**src/rtl/hazard_ctrl.sv**
```systemverilog
// Pipeline hazard controller: stall/flush generation for the five pipeline registers,
// trap-entry sequencing FSM and free-running stall/flush performance counters.
module hazard_ctrl #(
  parameter int unsigned TRAP_BUBBLES = 1,
  parameter int unsigned CNT_W        = 32
) (
  input  logic             i_clk,
  input  logic             i_rst,
  input  logic             i_id_valid,
  input  logic [4:0]       i_id_rs1,
  input  logic [4:0]       i_id_rs2,
  input  logic             i_id_uses_rs1,
  input  logic             i_id_uses_rs2,
  input  logic             i_id_is_csr,
  input  logic             i_ex_valid,
  input  logic [4:0]       i_ex_rd,
  input  logic             i_ex_is_load,
  input  logic             i_ex_busy,
  input  logic             i_ex_redirect,
  input  logic             i_mem_valid,
  input  logic             i_mem_busy,
  input  logic             i_trap,
  output logic             o_pc_stall,
  output logic             o_ifid_stall,
  output logic             o_ifid_flush,
  output logic             o_idex_stall,
  output logic             o_idex_flush,
  output logic             o_exmem_stall,
  output logic             o_exmem_flush,
  output logic             o_memwb_flush,
  output logic             o_trap_busy,
  output logic [CNT_W-1:0] o_stall_cnt,
  output logic [CNT_W-1:0] o_flush_cnt
);

  typedef enum logic [1:0] {StRun, StFlush, StDrain} state_t;

  state_t           r_state;
  logic [3:0]       r_bub;
  logic [CNT_W-1:0] r_stall_cnt;
  logic [CNT_W-1:0] r_flush_cnt;

  logic w_load_use;
  logic w_csr_ser;
  logic w_redirect_evt;

  assign w_load_use = i_id_valid & i_ex_valid & i_ex_is_load & (i_ex_rd != 5'd0) &
                      ((i_id_uses_rs1 & (i_id_rs1 == i_ex_rd)) |
                       (i_id_uses_rs2 & (i_id_rs2 == i_ex_rd)));
  assign w_csr_ser  = i_id_valid & i_id_is_csr & (i_ex_valid | i_mem_valid);

  always_comb begin
    o_pc_stall     = 1'b0;
    o_ifid_stall   = 1'b0;
    o_ifid_flush   = 1'b0;
    o_idex_stall   = 1'b0;
    o_idex_flush   = 1'b0;
    o_exmem_stall  = 1'b0;
    o_exmem_flush  = 1'b0;
    o_memwb_flush  = 1'b0;
    w_redirect_evt = 1'b0;
    if (i_rst) begin
      o_ifid_flush  = 1'b1;
      o_idex_flush  = 1'b1;
      o_exmem_flush = 1'b1;
      o_memwb_flush = 1'b1;
    end else begin
      case (r_state)
        StFlush: begin
          o_ifid_flush  = 1'b1;
          o_idex_flush  = 1'b1;
          o_exmem_flush = 1'b1;
          o_memwb_flush = 1'b1;
        end
        StDrain: begin
          o_ifid_flush = 1'b1;
          o_idex_flush = 1'b1;
        end
        default: begin
          if (i_trap) begin
            o_ifid_flush  = 1'b1;
            o_idex_flush  = 1'b1;
            o_exmem_flush = 1'b1;
            o_memwb_flush = 1'b1;
          end else if (i_mem_busy) begin
            // EX is frozen here, so any concurrent redirect is presented again later
            o_pc_stall    = 1'b1;
            o_ifid_stall  = 1'b1;
            o_idex_stall  = 1'b1;
            o_exmem_stall = 1'b1;
            o_memwb_flush = 1'b1;
          end else if (i_ex_busy) begin
            o_pc_stall    = 1'b1;
            o_ifid_stall  = 1'b1;
            o_idex_stall  = 1'b1;
            o_exmem_flush = 1'b1;
          end else if (i_ex_redirect & i_ex_valid) begin
            o_ifid_flush   = 1'b1;
            o_idex_flush   = 1'b1;
            w_redirect_evt = 1'b1;
          end else if (w_load_use | w_csr_ser) begin
            o_pc_stall   = 1'b1;
            o_ifid_stall = 1'b1;
            o_idex_flush = 1'b1;
          end
        end
      endcase
    end
  end

  always_ff @(posedge i_clk) begin
    if (i_rst) begin
      r_state     <= StRun;
      r_bub       <= 4'd0;
      r_stall_cnt <= '0;
      r_flush_cnt <= '0;
    end else begin
      if (i_trap) begin
        r_state <= StFlush;
      end else begin
        case (r_state)
          StFlush: begin
            r_bub   <= 4'(TRAP_BUBBLES);
            r_state <= StDrain;
          end
          StDrain: begin
            if (r_bub == 4'd1) r_state <= StRun;
            else               r_bub   <= r_bub - 4'd1;
          end
          default: r_state <= StRun;
        endcase
      end
      if (o_pc_stall)               r_stall_cnt <= r_stall_cnt + CNT_W'(1);
      if (i_trap | w_redirect_evt)  r_flush_cnt <= r_flush_cnt + CNT_W'(1);
    end
  end

  assign o_trap_busy = (r_state != StRun);
  assign o_stall_cnt = r_stall_cnt;
  assign o_flush_cnt = r_flush_cnt;

endmodule

```
**config.mk**
```make
export PLATFORM = sky130hd
export DESIGN_NAME = hazard_ctrl
export DESIGN_NICKNAME = d
export VERILOG_FILES = /design/src/rtl/hazard_ctrl.sv
export SDC_FILE = /design/constraint.sdc
export NUM_CORES = 1
export LEC_CHECK = 0
export BUFFER_PORTS_ARGS = -buffer_cell sky130_fd_sc_hd__buf_2
export CAP_MARGIN = 20
export CORE_ASPECT_RATIO = 2
export CORE_MARGIN = 2
export CORE_UTILIZATION = 49
export CTS_BUF_LIST = sky130_fd_sc_hd__clkbuf_4 sky130_fd_sc_hd__clkbuf_8
export DETAILED_ROUTE_END_ITERATION = 6
export GPL_ROUTABILITY_DRIVEN = 0
export PLACE_DENSITY_LB_ADDON = 0.3
export SYNTH_ARGS = -nofsm -noshare
export SYNTH_HDL_FRONTEND = slang
export SYNTH_SLANG_ARGS = --single-unit
export TNS_END_PERCENT = 100
```
**constraint.sdc**
```tcl
create_clock -name i_clk -period 2.3 [get_ports i_clk]
set_clock_uncertainty 0.15 [all_clocks]
set_input_delay 0.115 -clock i_clk [delete_from_list [all_inputs] [get_ports i_clk]]
set_output_delay 0.115 -clock i_clk [all_outputs]
set_load 0.01 [all_outputs]
```
# Word-level counts from Yosys, hierarchy flattened
# Index checks and enable logic that the tools add are counted.
totals:
  regBits: 70
  wordCells: 79
  in_bits: 28
  out_inout_bits: 73
classes:
  n_addsub: 3
  reduce_logical: 6
  eq_ne: 8
  n_bitwise: 14
  mux: 43
ops:
  columns: ["operator", "n"]
  rows:
  - ["adder 32 x 1 -> 32 bit, second input constant", 2]
  - ["two-way mux 1 bit", 37]
  - ["equality test 5 bit", 2]
  - ["bitwise AND 1 bit", 9]
  - ["case mux 4 bit (2 select lines)", 1]
  - ["nonzero test 5 bit", 1]
  - ["equality test 4 x 1 -> 1 bit, second input constant", 1]
  - ["two-way mux 4 bit", 1]
  - ["!= test 2 bit, second input constant", 2]
  - ["OR 1 bit", 4]
  - ["case mux 1 bit (2 select lines)", 2]
  - ["case mux 2 bit (2 select lines)", 1]
  - ["nonzero test 2 bit", 2]
  - ["OR reduction 2 bit", 2]
  - ["subtractor 4 x 1 -> 4 bit, second input constant", 1]
  - ["!= test 3 bit, second input constant", 1]
  - ["AND reduction 3 bit", 1]
  - ["equality test 2 x 1 -> 1 bit, second input constant", 1]
  - ["equality test 2 bit, second input constant", 1]
  - ["two-way mux 2 bit", 1]
  - ["NOT 1 bit", 1]

# Depth between registers and ports, before layout
logic_depth:
  word_depth: 12
  mapped_depth: 9
  depth_no_buf: 8

# Worst setup path after synthesis
# OpenSTA, ideal clock, no wires.
synth_path:
  kind: "reg2reg"
  from: "register r_state[0]"
  to: "register r_stall_cnt[30], in the netlist o_stall_cnt[30]"
  setup_slack_ns: -0.200
  required_time_ns: 2.080
  arrival_ns: 2.279
  stages_incl_launch_ff: 9
  synth_period_minus_slack_ns: 2.500
  setup_ns: 0.070
  n_path_buf: 0
  path_cell_list: "dfxtp_1 -> inv_1 -> ha_1 -> nor3_4 -> nand2b_1 -> or3_1 -> o22ai_1 -> or4b_1 -> a21oi_1"
synth_between:
  elab_chain_len: 4
  word_cells_on_any_way: 5
  cone_classes: "2 x eq/ne; 2 x mux; 1 x reduce/logical"
synth_rtl:
  columns: ["item", "line", "rtl"]
  rows:
  - ["from (decl)", "38", "state_t r_state;"]
  - ["from (signal assigned)", "113", "r_state <= StRun;"]
  - ["from (signal assigned)", "119", "r_state <= StFlush;"]
  - ["from (signal assigned)", "124", "r_state <= StDrain;"]
  - ["equality test 2 bit or equality test 2 x 1 -> 1 bit (tied branches)", "68", "case (r_state)"]
  - ["OR reduction 2 bit (no source line) *", null, null]
  - ["two-way mux 1 bit *", "68", null]
  - ["two-way mux 1 bit *", "62", "if (i_rst) begin"]
  - ["to (signal assigned)", "133", "if (o_pc_stall) r_stall_cnt <= r_stall_cnt + CNT_W'(1);"]
  - ["to (decl)", "40", "logic [CNT_W-1:0] r_stall_cnt;"]
# Mark *: on every way between the ends. The rest lies on a longest branch, timed or not.
# A chain may end at the register's enable or synchronous reset.

# Worst setup path in the final report
# Ends and elaborated chain as after synthesis.

==> metrics.md <==
| Metric | Value |
|---|---|
| Status | finished with violations |
| Failing checks | setup timing |
| Antenna cell count | 0 |
| Crit path max fanout | 4 |
| Design area | 0.00497 mm^2 |
| First-pass GRT wire length | 15100 um |
| H-Tree Depth | 3 |
| ANT nets after route | 0 |
| Chip Width | 64.5 um |
| Die height | 125 um |
| CP top delay family | simple AND/OR/NAND/NOR gates |
| Placed Area | 0.00438 mm^2 |
| Critical path endpoint | o_stall_cnt[30] |
| Cells after synthesis | 434 |
| Syn avg cell area | 8.27 um^2 |
| Clk buf depth | 2 |
| FF-to-FF path depth | 9 |
| WP data arrival | 2.51 ns |
| Port Buf Inserts | 100 |
| Pleak | 0.00206 uW |
| Distinct cells, synth | 48 |
| Required @ worst endpoint | 2.43 ns |
| Max stage delay on crit path | 0.48 ns |
| CP Launch Type | flip-flop |
| # DRC | 0 |
| Max-Cap Viols | 0 |
| Critical path, cell by cell | inv_2 -> ha_4 -> nor3_4 -> nand2b_1 -> buf_4 -> or3_4 -> o22ai_4 -> or4b_4 -> a21oi_2 |
| Share of layout cells above drive strength 1 | 35.5% |
| Row count | 44 |
| Reg2reg start | r_state[0] |
| Kind of critical path | reg -> reg |
| Routed length per instance | 14.2 um |
| Final worst-path cycle share | 103% |
| Worst r2r dst | o_stall_cnt[30] |
| HP Class | in -> reg |
| Total congestion overflow | 0 |
| Number of instances in the placed design | 634 |
| Final min period | 2.38 ns |
| Clk Latency, worst-skew pair | 0.35 ns |
| Fmax | 421 MHz |
| Most frequent cells in the layout | 99 x buf_2, 61 x dfxtp_1, 44 x nor2_1 |
| Clock tree sinks | 70 |
| Setup crit start | r_state[0] |
| Synth Register Bits | 70 |
| CTS tree | done |
| Final #Nets | 608 |
| Final-report max-slew violation count | 0 |
| Total wire length | 9510 um |
| # IOs | 101 |
| Vias in the first global route | 3325 |
| Layout Cells excl Fill | 669 |
| Critical Path Stages | 9 |
| GRT Total Usage | 23.1% |
| CTS Buf Count | 9 |
| P per Cell Area | 495 mW/mm^2 |
| Area grow syn2layout | 38.4% |
| Ys Warns | 0 |
| Largest net degree at the start of global routing | 73 |
| Via count | 3695 |
| Commonest non-fill, non-tap cell in the layout | buf_2 |
| Via density | 5.52 |
| Initial DRC count | 173 |
| Antenna violations before repair | 0 |
| Initial Util | 50.1% |
| Final hold vios | 0 |
| Flop2flop setup slack | -0.08 ns |
| Post-synthesis sequential area ratio | 39.1% |
| CP endpoint kind | flip-flop |
| Clock-pin slew on the worst setup and hold paths | 0.08 ns |
| DP HPWL | 6130 um |
| WP buf/inv | 2 |
| Peak ir drop on the vdd network | 0.000480 V |
| Core area | 0.00716 mm^2 |
| Drt pass-1 iters | 4 |
| Least-Margin Pin Slew | 0.746 ns |
| Worst setup margin | -0.0751 ns |
| Die Area | 0.00807 mm^2 |
| Slew HR | 50.3% |
| Slowest cell on the critical path | or4b_4 |
| Post-Syn Nets | 469 |
| Clock root cell | clkbuf_8 |
| Unrepaired setup endpoints after global routing | yes |
| Synthesized area | 0.00359 mm^2 |
| # setup viols final | 4 |
-- cell families after synthesis --
logic type               Yosys count  synth area share [%]
AND/OR/NAND/NOR                  197                  30.3
flip-flops                        70                  39.1
AO/OA/AOI/OAI                     83                  13.7
buffers and inverters             33                  3.66
XOR/XNOR                          41                  10.0
adder cells (fa/ha/maj)            7                  2.44
multiplexers                       3                 0.837
-- how the worst min path moves through the flow --
stage	to	cells past startpoint	slack [ns]	start
after global routing	o_flush_cnt[1]	6	0.33	i_rst
final	r_state[0]	3	0.29	i_rst
after floorplan	o_exmem_stall	1	0.22	i_mem_busy
after CTS	o_flush_cnt[1]	6	0.28	i_rst
after detailed placement	r_state[1]	2	0.29	i_trap
after global placement	r_state[1]	2	0.28	i_trap
-- worst reg2reg max path: cells and delay by family (launching register included) --
kind                     cells  cell delay [ns]
AO/OA/AOI/OAI                2             0.29
adder cells (fa/ha/maj)      1             0.24
buffers and inverters        2             0.21
flip-flops                   1             0.33
AND/OR/NAND/NOR              4             1.09
-- report_power, final --
part / internal (uW) / total (uW) / leakage, uW / switching, uW
sequential: 1220 / 1230 / 0.000570 / 11.1
combinational: 124 / 250 / 0.00139 / 125
clock: 529 / 973 / 0.000103 / 444
-- synth_stat cells, drive strengths merged --
master	instances	area share, %
dfxtp	70	39
nor2	44	4.6
a21oi	36	5.0
xor2	27	6.6
nand2	26	2.7
nand3	24	3.3
o21ai	22	3.1
or3	21	3.7
clkbuf	14	1.5
nand4	14	2.4
xnor2	14	3.4
nor3	13	2.1
inv	12	1.3
and3	8	1.4
o31ai	8	1.7
or4	8	1.7
and4	7	1.7
buf	7	0.94
ha	7	2.4
nand2b	7	1.2
and2	6	1.0
nor4	5	1.2
nand3b	4	0.84
a21o	3	0.63
mux2i	3	0.84
nor2b	3	0.52
o21bai	3	0.63
a211oi	2	0.42
a31o	2	0.49
nor3b	2	0.42
o22ai	2	0.52
a21bo	1	0.28
a32oi	1	0.24
and3b	1	0.24
and4bb	1	0.35
nor4b	1	0.24
nor4bb	1	0.28
o211ai	1	0.21
o31a	1	0.24
o41ai	1	0.24
or4b	1	0.28
-- state kept, by name, indices dropped and copies added (netlist names) --
name / cells
o_flush_cnt: 32
r_bub: 4
r_state: 2
o_stall_cnt: 32
-- timing repair --
action | in CTS | in global routing
setup endpoints to repair | 21 | 51
pin swaps | 5 | 38
hold buffers | 1 | 0
endpoints found under the hold margin | 2 | 0
gates cloned | 1 | 4
setup buffers | 10 | 7
gates resized for setup | 13 | 35
-- cell type report --
cell class | instances | area [um^2]
inverters | 12 | 47.5
clock buffers | 15 | 194
well taps | 92 | 115
flip-flops and latches | 70 | 1420
repair buffers | 149 | 1000
fillers | 620 | 2190
multi-input cells | 331 | 2190
-- layer usage --
metal  vias to the layer above  GRT usage (%)  part of all wire (%)
met3                        16           5.85                   5.5
met4                         0           9.51                   2.0
met2                       113           36.2                    49
met5                         -              0                     0
li1                       1831              -                     -
met1                      1735           30.0                    43
-- stage by stage --
step / power (uW) / util, % / worst slack, ns / hold slack, ns / TNS (ns)
2_1_floorplan: 1380 / - / 0.00880 / 0.224 / 0
3_3_place_gp: 1460 / 61.2 / 0.0348 / 0.276 / 0
3_5_place_dp: 1460 / 61.2 / -0.0506 / 0.288 / -0.578
4_1_cts: 2440 / 65.9 / -0.0624 / 0.281 / -0.122
5_1_grt: 2560 / 69.4 / -0.180 / 0.326 / -1.75
6_report: 2460 / 69.4 / -0.0751 / 0.287 / -0.161
No activity file was read; power rests on OpenSTA's default activity.
